### src/rtl/gba_io_mem_pkg.sv
// Shared types and defaults for the two-master BRAM front end (mem_arb).
//   mem_cmd_t   : BRAM command encoding (idle/read/write)
//   size_t      : access size encoding (3 behaves as word)
//   arb_state_t : arbiter FSM states
//   req_hdr_t   : latched request payload (word address kept separately)
package gba_io_mem_pkg;

  localparam int unsigned ADDR_W_DEF = 16;
  localparam int unsigned DEPTH_DEF  = 32'h8820;

  typedef enum logic [1:0] {
    CMD_IDLE  = 2'b00,
    CMD_READ  = 2'b01,
    CMD_WRITE = 2'b10
  } mem_cmd_t;

  typedef enum logic [1:0] {
    SZ_BYTE = 2'd0,
    SZ_HALF = 2'd1,
    SZ_WORD = 2'd2
  } size_t;

  typedef enum logic [2:0] {
    IDLE     = 3'd0,
    RD_WAIT  = 3'd1,
    RD_DONE  = 3'd2,
    RMW_WAIT = 3'd3,
    RMW_WR   = 3'd4
  } arb_state_t;

  typedef struct packed {
    logic        we;
    logic [1:0]  size;
    logic [1:0]  lane;
    logic [31:0] wdata;
  } req_hdr_t;

  // Anything that is not byte or half is handled as a full word.
  function automatic logic is_word(input logic [1:0] s);
    return !((s == SZ_BYTE) || (s == SZ_HALF));
  endfunction

endpackage

### src/rtl/mem_arb_lane.sv
// Combinational lane helper shared by the read and read-modify-write paths.
//   rd_word : word returned by the BRAM
//   wdata   : right-justified write data
//   lane    : byte address bits [1:0] (halfwords aligned down, words ignore it)
//   size    : access size (size_t encoding, 3 = word)
//   ext_c   : selected lane(s) right-justified and zero-extended
//   merge_c : rd_word with the addressed lane(s) replaced by wdata
module mem_arb_lane
  import gba_io_mem_pkg::*;
(
  input  logic [31:0] rd_word,
  input  logic [31:0] wdata,
  input  logic [1:0]  lane,
  input  logic [1:0]  size,
  output logic [31:0] ext_c,
  output logic [31:0] merge_c
);

  logic [1:0]  eff_lane;
  logic [4:0]  shamt;
  logic [31:0] mask;

  // Size selects the lane mask; the lane becomes a bit shift.
  always_comb begin
    eff_lane = 2'b00;
    mask     = 32'hFFFF_FFFF;
    case (size)
      SZ_BYTE: begin
        eff_lane = lane;
        mask     = 32'h0000_00FF;
      end
      SZ_HALF: begin
        eff_lane = {lane[1], 1'b0};
        mask     = 32'h0000_FFFF;
      end
      default: begin
        eff_lane = 2'b00;
        mask     = 32'hFFFF_FFFF;
      end
    endcase
    shamt   = {eff_lane, 3'b000};
    ext_c   = (rd_word >> shamt) & mask;
    merge_c = (rd_word & ~(mask << shamt)) | ((wdata & mask) << shamt);
  end

endmodule

### src/rtl/mem_arb.sv
// Two-master round-robin front end for the word-wide BRAM `mem`.
// Port A (bus bridge) and port B (host loader) issue byte/half/word requests
// held until ack; sub-word writes become BRAM read-modify-write.
//   clk, rst                 : clock, asynchronous active-low reset
//   {a,b}_req/we/size/addr/wdata : request inputs (byte address, right-justified data)
//   {a,b}_ack, {a,b}_rdata   : one-cycle completion pulse, zero-extended read data
//   mem_cmd/mem_addr/mem_wr_data : BRAM command port
//   mem_rd_data              : BRAM read word, valid the cycle after a READ
// Optional: GBA_IO_MEM_ARB_STATS_EN adds stat_a_grants, stat_b_grants and
// stat_conflicts (16-bit saturating counters).
module mem_arb
  import gba_io_mem_pkg::*;
#(
  parameter int unsigned ADDR_W = ADDR_W_DEF,
  parameter int unsigned DEPTH  = DEPTH_DEF
) (
  input  logic              clk,
  input  logic              rst,
  input  logic              a_req,
  input  logic              a_we,
  input  logic [1:0]        a_size,
  input  logic [ADDR_W+1:0] a_addr,
  input  logic [31:0]       a_wdata,
  input  logic              b_req,
  input  logic              b_we,
  input  logic [1:0]        b_size,
  input  logic [ADDR_W+1:0] b_addr,
  input  logic [31:0]       b_wdata,
  output logic              a_ack,
  output logic [31:0]       a_rdata,
  output logic              b_ack,
  output logic [31:0]       b_rdata,
  output logic [1:0]        mem_cmd,
  output logic [ADDR_W-1:0] mem_addr,
  output logic [31:0]       mem_wr_data,
  input  logic [31:0]       mem_rd_data
`ifdef GBA_IO_MEM_ARB_STATS_EN
  ,
  output logic [15:0]       stat_a_grants,
  output logic [15:0]       stat_b_grants,
  output logic [15:0]       stat_conflicts
`endif
);

  arb_state_t        state_q, state_d;
  logic              ptr_q, ptr_d;     // 1: B has priority on a tie
  logic              port_q, port_d;   // 1: current transaction belongs to B
  logic              oor_q, oor_d;
  req_hdr_t          hdr_q, hdr_d;

  mem_cmd_t          cmd_d;
  logic [ADDR_W-1:0] mem_addr_d;
  logic [31:0]       mem_wr_data_d;
  logic              a_ack_d, b_ack_d;
  logic [31:0]       a_rdata_d, b_rdata_d;

  logic              any_req;
  logic              sel_b;
  req_hdr_t          sel_hdr;
  logic [ADDR_W+1:0] sel_addr;
  logic [ADDR_W-1:0] sel_waddr;
  logic              sel_oor;
  logic [31:0]       ext_c, merge_c;

  // Round-robin select: a lone requester wins, a tie goes to the pointer.
  assign any_req   = a_req | b_req;
  assign sel_b     = b_req & (~a_req | ptr_q);
  assign sel_addr  = sel_b ? b_addr : a_addr;
  assign sel_waddr = sel_addr[ADDR_W+1:2];
  assign sel_oor   = 32'(sel_waddr) >= DEPTH;

  always_comb begin
    sel_hdr.we    = sel_b ? b_we    : a_we;
    sel_hdr.size  = sel_b ? b_size  : a_size;
    sel_hdr.lane  = sel_addr[1:0];
    sel_hdr.wdata = sel_b ? b_wdata : a_wdata;
  end

  mem_arb_lane u_lane (
    .rd_word (mem_rd_data),
    .wdata   (hdr_q.wdata),
    .lane    (hdr_q.lane),
    .size    (hdr_q.size),
    .ext_c   (ext_c),
    .merge_c (merge_c)
  );

  // State register.
  always_ff @(posedge clk or negedge rst) begin
    if (!rst) state_q <= IDLE;
    else      state_q <= state_d;
  end

  // Next state; out-of-range requests ride the read timeline with no command.
  always_comb begin
    state_d = state_q;
    case (state_q)
      IDLE: begin
        if (any_req) begin
          if (sel_oor || !sel_hdr.we)  state_d = RD_WAIT;
          else if (is_word(sel_hdr.size)) state_d = RD_DONE;
          else                         state_d = RMW_WAIT;
        end
      end
      RD_WAIT:  state_d = RD_DONE;
      RD_DONE:  state_d = IDLE;
      RMW_WAIT: state_d = RMW_WR;
      RMW_WR:   state_d = RD_DONE;
      default:  state_d = IDLE;
    endcase
  end

  // Output and capture values for the next edge.
  always_comb begin
    cmd_d         = CMD_IDLE;
    mem_addr_d    = mem_addr;
    mem_wr_data_d = mem_wr_data;
    a_ack_d       = 1'b0;
    b_ack_d       = 1'b0;
    a_rdata_d     = a_rdata;
    b_rdata_d     = b_rdata;
    ptr_d         = ptr_q;
    port_d        = port_q;
    oor_d         = oor_q;
    hdr_d         = hdr_q;
    case (state_q)
      IDLE: begin
        if (any_req) begin
          ptr_d  = ~sel_b;
          port_d = sel_b;
          oor_d  = sel_oor;
          hdr_d  = sel_hdr;
          if (!sel_oor) begin
            mem_addr_d = sel_waddr;
            if (sel_hdr.we && is_word(sel_hdr.size)) begin
              cmd_d         = CMD_WRITE;
              mem_wr_data_d = sel_hdr.wdata;
            end else begin
              cmd_d = CMD_READ;
            end
          end
        end
      end
      RMW_WR: begin
        // mem_addr still holds the word address from the grant.
        cmd_d         = CMD_WRITE;
        mem_wr_data_d = merge_c;
      end
      RD_DONE: begin
        a_ack_d = ~port_q;
        b_ack_d = port_q;
        if (!hdr_q.we) begin
          if (port_q) b_rdata_d = oor_q ? 32'h0 : ext_c;
          else        a_rdata_d = oor_q ? 32'h0 : ext_c;
        end
      end
      default: ;
    endcase
  end

  // Registered outputs and latched request.
  always_ff @(posedge clk or negedge rst) begin
    if (!rst) begin
      mem_cmd     <= CMD_IDLE;
      mem_addr    <= '0;
      mem_wr_data <= '0;
      a_ack       <= 1'b0;
      b_ack       <= 1'b0;
      a_rdata     <= '0;
      b_rdata     <= '0;
      ptr_q       <= 1'b0;
      port_q      <= 1'b0;
      oor_q       <= 1'b0;
      hdr_q       <= '0;
    end else begin
      mem_cmd     <= cmd_d;
      mem_addr    <= mem_addr_d;
      mem_wr_data <= mem_wr_data_d;
      a_ack       <= a_ack_d;
      b_ack       <= b_ack_d;
      a_rdata     <= a_rdata_d;
      b_rdata     <= b_rdata_d;
      ptr_q       <= ptr_d;
      port_q      <= port_d;
      oor_q       <= oor_d;
      hdr_q       <= hdr_d;
    end
  end

`ifdef GBA_IO_MEM_ARB_STATS_EN
  logic in_idle;
  assign in_idle = state_q == IDLE;

  // Saturating grant and conflict counters.
  always_ff @(posedge clk or negedge rst) begin
    if (!rst) begin
      stat_a_grants  <= '0;
      stat_b_grants  <= '0;
      stat_conflicts <= '0;
    end else begin
      if (in_idle && any_req && !sel_b && stat_a_grants != 16'hFFFF)
        stat_a_grants <= stat_a_grants + 16'd1;
      if (in_idle && sel_b && stat_b_grants != 16'hFFFF)
        stat_b_grants <= stat_b_grants + 16'd1;
      if (in_idle && a_req && b_req && stat_conflicts != 16'hFFFF)
        stat_conflicts <= stat_conflicts + 16'd1;
    end
  end
`endif

endmodule

### config.mk
export PLATFORM = sky130hd
export DESIGN_NAME = mem_arb
export DESIGN_NICKNAME = d
export VERILOG_FILES = /design/src/rtl/gba_io_mem_pkg.sv /design/src/rtl/mem_arb_lane.sv /design/src/rtl/mem_arb.sv
export SDC_FILE = /design/constraint.sdc
export NUM_CORES = 1
export LEC_CHECK = 0
export ABC_AREA = 1
export ABC_CLOCK_PERIOD_IN_PS = 3600
export CORE_MARGIN = 3
export CORE_UTILIZATION = 45
export CTS_CLUSTER_SIZE = 8
export DETAILED_ROUTE_END_ITERATION = 8
export PLACE_DENSITY = 0.78
export SYNTH_ARGS = -nofsm -noshare
export SYNTH_HDL_FRONTEND = slang
export SYNTH_SLANG_ARGS = --single-unit
### constraint.sdc
create_clock -name clk -period 3.6 [get_ports clk]
set_input_delay 0.36 -clock clk [delete_from_list [all_inputs] [get_ports clk]]
set_output_delay 0.36 -clock clk [all_outputs]
set_load 0.02 [all_outputs]
== Word-level counts from Yosys, hierarchy flattened ==
Index checks and enable logic that the tools add are counted.

* Register bits after elaboration: 159
* Input port bits: 142

* Order comparisons: 1
* Equal/unequal tests: 9
* Shift-type cells: 3
* Mux-type cells: 21
* Bitwise gates (word level): 13
* Reduce and logical (&&, ||, !) cells: 15

{| class="wikitable"
|+ Operators by type and width
! cell !! number
|-
| 32-bit 2-to-1 mux || 5
|-
| 32-bit case mux with 2 select lines || 2
|-
| 32-bit AND || 3
|-
| 32-bit by 5-bit left shift with 32-bit output || 2
|-
| 32-bit inverter || 1
|-
| 32-bit OR || 1
|-
| 32-bit by 5-bit right shift with 32-bit output || 1
|-
| 18-bit 2-to-1 mux || 1
|-
| 16-bit greater-or-equal comparator (second input constant) || 1
|-
| 2-bit 2-to-1 mux || 5
|-
| 3-bit case mux with 3 select lines || 1
|-
| 3-bit AND reduction || 3
|-
| 2-bit case mux with 2 select lines || 2
|-
| 3-bit by 2-bit equality test with 1-bit output (second input constant) || 2
|-
| 2-bit != test (second input constant) || 3
|-
| 1-bit inverter || 5
|-
| 2-bit by 1-bit equality test with 1-bit output (second input constant) || 2
|-
| 2-bit logical NOT || 2
|-
| 1-bit 2-to-1 mux || 4
|-
| 4-bit AND reduction || 1
|-
| 3-bit by 1-bit equality test with 1-bit output (second input constant) || 1
|-
| 3-bit equality test (second input constant) || 1
|-
| 3-bit logical NOT || 1
|-
| 3-bit 2-to-1 mux || 1
|-
| other kinds (8) || 11
|}

== Depth between registers and ports, before layout ==
* Depth after elaboration: 12
* Depth in mapped cells: 15
* Mapped depth without buffers: 13

== Modules after synthesis ==
A second synthesis with hierarchy kept.

* Cell total of the unflattened synthesis: 1067
* Area total of the unflattened synthesis: 8648.3 sq um

{| class="wikitable"
|+ Modules (own cells, without submodules)
! module !! times used !! cells an instance !! area an instance (sq um) !! sequential area each (sq um)
|-
| mem_arb || 1 || 781 || 7352.1 || 3978.8
|-
| mem_arb_lane || 1 || 286 || 1296.2 || 0.0
|}

== Worst setup path after synthesis ==
OpenSTA, ideal clock, no wires.

* Kind: input to register
* Start: input port b_req
* End: register mem_addr[12]
* Library setup time: 123 ps
* Arrival time: 1604 ps
* Data required time: 3477 ps
* Setup slack: 1874 ps
* Cell stages on the path: 13
* Path buffers: 3
* Path through: buf_4 nand2_2 buf_6 or2_1 o21ai_2 nand2_1 nor2_2 nand2_2 nand2_2 nand2_2 buf_4 nand2_1 o21ai_1

* Cells in the longest elaborated chain, start to end: 5
* Elaborated cells between the ends (all ways): 6
* Classes of those cells: order compare: 1; mux: 1; bitwise: 3; reduce/logical: 1

{| class="wikitable"
|+ RTL lines
! what !! line !! RTL
|-
| start, declared || mem_arb.sv:24 || <nowiki>input logic b_req,</nowiki>
|-
| 1-bit AND || mem_arb.sv:67 || <nowiki>assign sel_b = b_req & (~a_req | ptr_q);</nowiki>
|-
| 18-bit 2-to-1 mux || mem_arb.sv:68 || <nowiki>assign sel_addr = sel_b ? b_addr : a_addr;</nowiki>
|-
| 16-bit greater-or-equal comparator || mem_arb.sv:70 || <nowiki>assign sel_oor = 32'(sel_waddr) >= DEPTH;</nowiki>
|-
| 1-bit inverter (no line) || -- ||
|-
| 3-bit AND reduction (no line) || -- ||
|-
| end signal, assigned || mem_arb.sv:177 || <nowiki>mem_addr <= mem_addr_d;</nowiki>
|-
| end, declared || mem_arb.sv:34 || <nowiki>output logic [ADDR_W-1:0] mem_addr,</nowiki>
|}

Several ways; a longest one is shown, not always the timed one.
A chain may end at the register's enable or synchronous reset.

== Worst setup path after layout ==
* Start: register hdr_q[35] (netlist bit)
* End: register mem_wr_data[6]

* Cells in the longest elaborated chain, start to end: 7
* Elaborated cells between the ends (all ways): 11
* Classes of those cells: eq/ne: 1; shift: 2; mux: 3; bitwise: 4; reduce/logical: 1

{| class="wikitable"
|+ RTL lines
! what !! line !! RTL
|-
| start, declared || mem_arb.sv:49 || <nowiki>req_hdr_t hdr_q, hdr_d;</nowiki>
|-
| start signal, assigned || mem_arb.sv:186 || <nowiki>hdr_q <= hdr_d;</nowiki>
|-
| 2-bit by 1-bit equality test with 1-bit output / 2-bit logical NOT (equally long branches) || mem_arb_lane.sv:27 || <nowiki>case (size)</nowiki>
|-
| 32-bit case mux with 2 select lines / 2-bit case mux with 2 select lines (equally long branches) || mem_arb_lane.sv:27 ||
|-
| 32-bit by 5-bit left shift with 32-bit output || mem_arb_lane.sv:43 || <nowiki>merge_c = (rd_word & ~(mask << shamt)) | ((wdata & mask) << shamt);</nowiki>
|-
| 32-bit inverter || mem_arb_lane.sv:43 ||
|-
| 32-bit AND || mem_arb_lane.sv:43 ||
|-
| 32-bit OR * || mem_arb_lane.sv:43 ||
|-
| 32-bit case mux with 2 select lines * || mem_arb.sv:126 || <nowiki>case (state_q)</nowiki>
|-
| end signal, assigned || mem_arb.sv:178 || <nowiki>mem_wr_data <= mem_wr_data_d;</nowiki>
|-
| end, declared || mem_arb.sv:35 || <nowiki>output logic [31:0] mem_wr_data,</nowiki>
|}

Mark *: on every way between the ends. The rest lies on a longest branch, timed or not.

==> metrics.yaml <==
grt_max_degree: 90
grt_usage_pct: 28.0
synth_top_area_share_pct: 49.8
rows: 48
final_cell_mix: "405 x nand2_1, 256 x clkdlybuf4s50_1, 159 x dfrtp_1, 106 x o21ai_0, 57 x o21ai_1"
clk_latency_ns: 0.43
cts_hold_buf: 0
synthCells: 1051
cts_repair_resize_count: 0
fin_nets: 1419
drt_iter0_markers: 867
power.leakage_uw: 0.00533
outcome: "completed"
final_cell_area_mm2: 0.0113
fin_crit_ns: 2.64
p_per_area_mw_per_mm2: 891
area.growth.synth_to_final_pct: 40.8
startpoint: "hdr_q[35]$_DFFE_PN0P_"
via_per_inst: 5.45
arrival_ns: 2.95
syn-num-nets: 1193
core_mm2: 0.0174
setup_viol: 0
final_common_cell: "nand2_1"
final_cell_count_no_fill: 1515
ys_ff_latch: 159
dr.pass1.iters: 8
r2r_start: "hdr_q[35]$_DFFE_PN0P_"
cts_sinks: 159
yosysSeqAreaShare_pct: 49.8
drv.max_cap_violation_count: 0
gp_congestion: 0.976
postRouteAntennaNets: 0
cp_max_fo: 32
max_slew_margin_pct: 40.4
place_inst: 1483
die_x_um: 139
cts_tree: "done"
cts-htree-levels: 4
initial_core_util_pct: 46.0
final-max-slew-violation-count: 0
drc: 0
placed_area_mm2: 0.0107
fp.dieArea_mm2: 0.0194
root_buffer: "clkbuf_16"
cp-start-kind: "flip-flop"
yosys-top-cells-area: "dfrtp_1 50%, nand2_1 19%, o21ai_0 6.6%, o21ai_1 3.6%, nand3_1 3.3%"
nFillCells: 1508
antenna_cells: 0
synth_area_per_cell_um2: 7.60
gr-total-overflow: 0
tightest_slew_ns: 0.892
die_height_um: 139
whs_ns: 0.00336
yosysWarnings: 0
hold_viol: 0
port-buffer-count: 257
path_clk_slew_ns: 0.07
grt_pass1_wl_mm: 43.0
criticalPathCategory: "flip-flop to flip-flop"
via_count: 8253
synth_largest_area_cell: "dfrtp_1"
antenna_found_initial: 0
critPathRequiredTime_ns: 3.91
cts_made_buffers: 17
layout-drive-gt1-share_pct: 5.43
syn_area_mm2: 0.00799
post_cts_buffers: 0
drt_wl_total_mm: 27.3
synth.lib_cells_used.distinct: 29
grt_pass1_vias: 7859
cts_buffer_depth: 2
final_util_pct: 64.8
fmax_mhz: 379
rsz0062_at_grt: "no"
tns_ns: 0
io_pins: 258
peakVddDrop_uv: 574
fin_skew_ns: 0.00774
end_kind: "flip-flop"
hold_path_class: "input pin to async pin"
period_share_pct: 73.3
dp_hpwl_mm: 20.5
routedWlPerCell_um: 18.0
[worst max-delay path, cell delays in order, from the launching register on]
cell and delay [ns]:
dfrtp_1 0.79, inv_2 0.24, nand2_1 0.15, buf_4 0.31, nand2_1 0.38, o21ai_0 0.34
o21ai_0 0.13, nand3_1 0.12, nand2_1 0.06
[layout make-up]
class	count	area, um2	area share [%]
sequential	159	3980	35.4
multi-input combinational	769	3480	31.0
timing repair buffer	269	2680	23.8
clock buffer	20	467	4.15
tap	225	282	2.50
inverter	61	229	2.03
clock inverter	12	135	1.20
[cells in the mapped netlist]
master      n
o21bai_1    1
nor2_2      4
inv_2       9
nand3_2     1
buf_4       4
buf_2      19
o21ai_0   106
buf_1       1
nand2_4     1
nand2_2     5
dfrtp_1   159
clkbuf_1   34
o21ai_2     2
buf_6       4
mux2i_1    16
nand2_1   405
nor3_2      2
a21oi_1    29
o211a_2     1
o211ai_1    2
nor2_1     48
o21ai_1    57
a31oi_1     8
inv_1      52
or2_1       3
o21a_1      1
nand3_1    52
o221ai_1    7
o22ai_1    18
[cell families (layout without fill, tap and decap cells)]
kind of cell	Yosys count	after routing	share of synthesized area, %
compound gates	232	232	15.6
buf+inv	123	362	6.64
flops	159	159	49.8
mux	16	16	2.00
simple gates	521	521	26.0
[flip-flops by register name (all words and copies together) (netlist names)]
register,cells
b_ack,1
ptr_q,1
mem_cmd,2
a_rdata,32
b_rdata,32
oor_q,1
a_ack,1
mem_wr_data,32
mem_addr,16
state_q,3
hdr_q,37
port_q,1
[path summary, 6_finish.rpt]
path                                          endpoint  slack [ns]  depth (start not counted)
hold reg to reg            mem_wr_data[16]$_DFFE_PN0P_        0.47                          2
min in group clk           mem_wr_data[16]$_DFFE_PN0P_        0.47                          2
setup reg to reg            mem_wr_data[6]$_DFFE_PN0P_        0.96                          8
setup / recovery            mem_wr_data[6]$_DFFE_PN0P_        0.96                          8
hold / removal                  a_rdata[8]$_DFFE_PN0P_       0.003                          1
max in group asynchronous  mem_wr_data[13]$_DFFE_PN0P_        2.76                          2
[routing by layer]
| metal | wire length (um) | up-vias | global-route usage, % |
|---|---|---|---|
| li1 | - | 3883 | - |
| met1 | 10900 | 3824 | 37.6 |
| met4 | 829 | 0 | 8.86 |
| met5 | 0 | - | 0 |
| met2 | 12600 | 485 | 44.0 |
| met3 | 2970 | 61 | 8.42 |
[per-stage QoR]
step | setup slack [ns] | power, uW
after CTS | 1.04 | 10000
after global routing | 0.733 | 10700
final | 0.960 | 10000
after detailed placement | 0.730 | 8170
after global placement | 0.811 | 8050
after floorplan | 1.87 | 6010
[where the power goes]
group	switching, uW	leakage, uW	internal (uW)
clock network	740	0.000285	1080
registers	567	0.00204	2610
logic	3090	0.00300	1930
total	4400	0.00533	5620
Power figures use the tool's default switching activity.
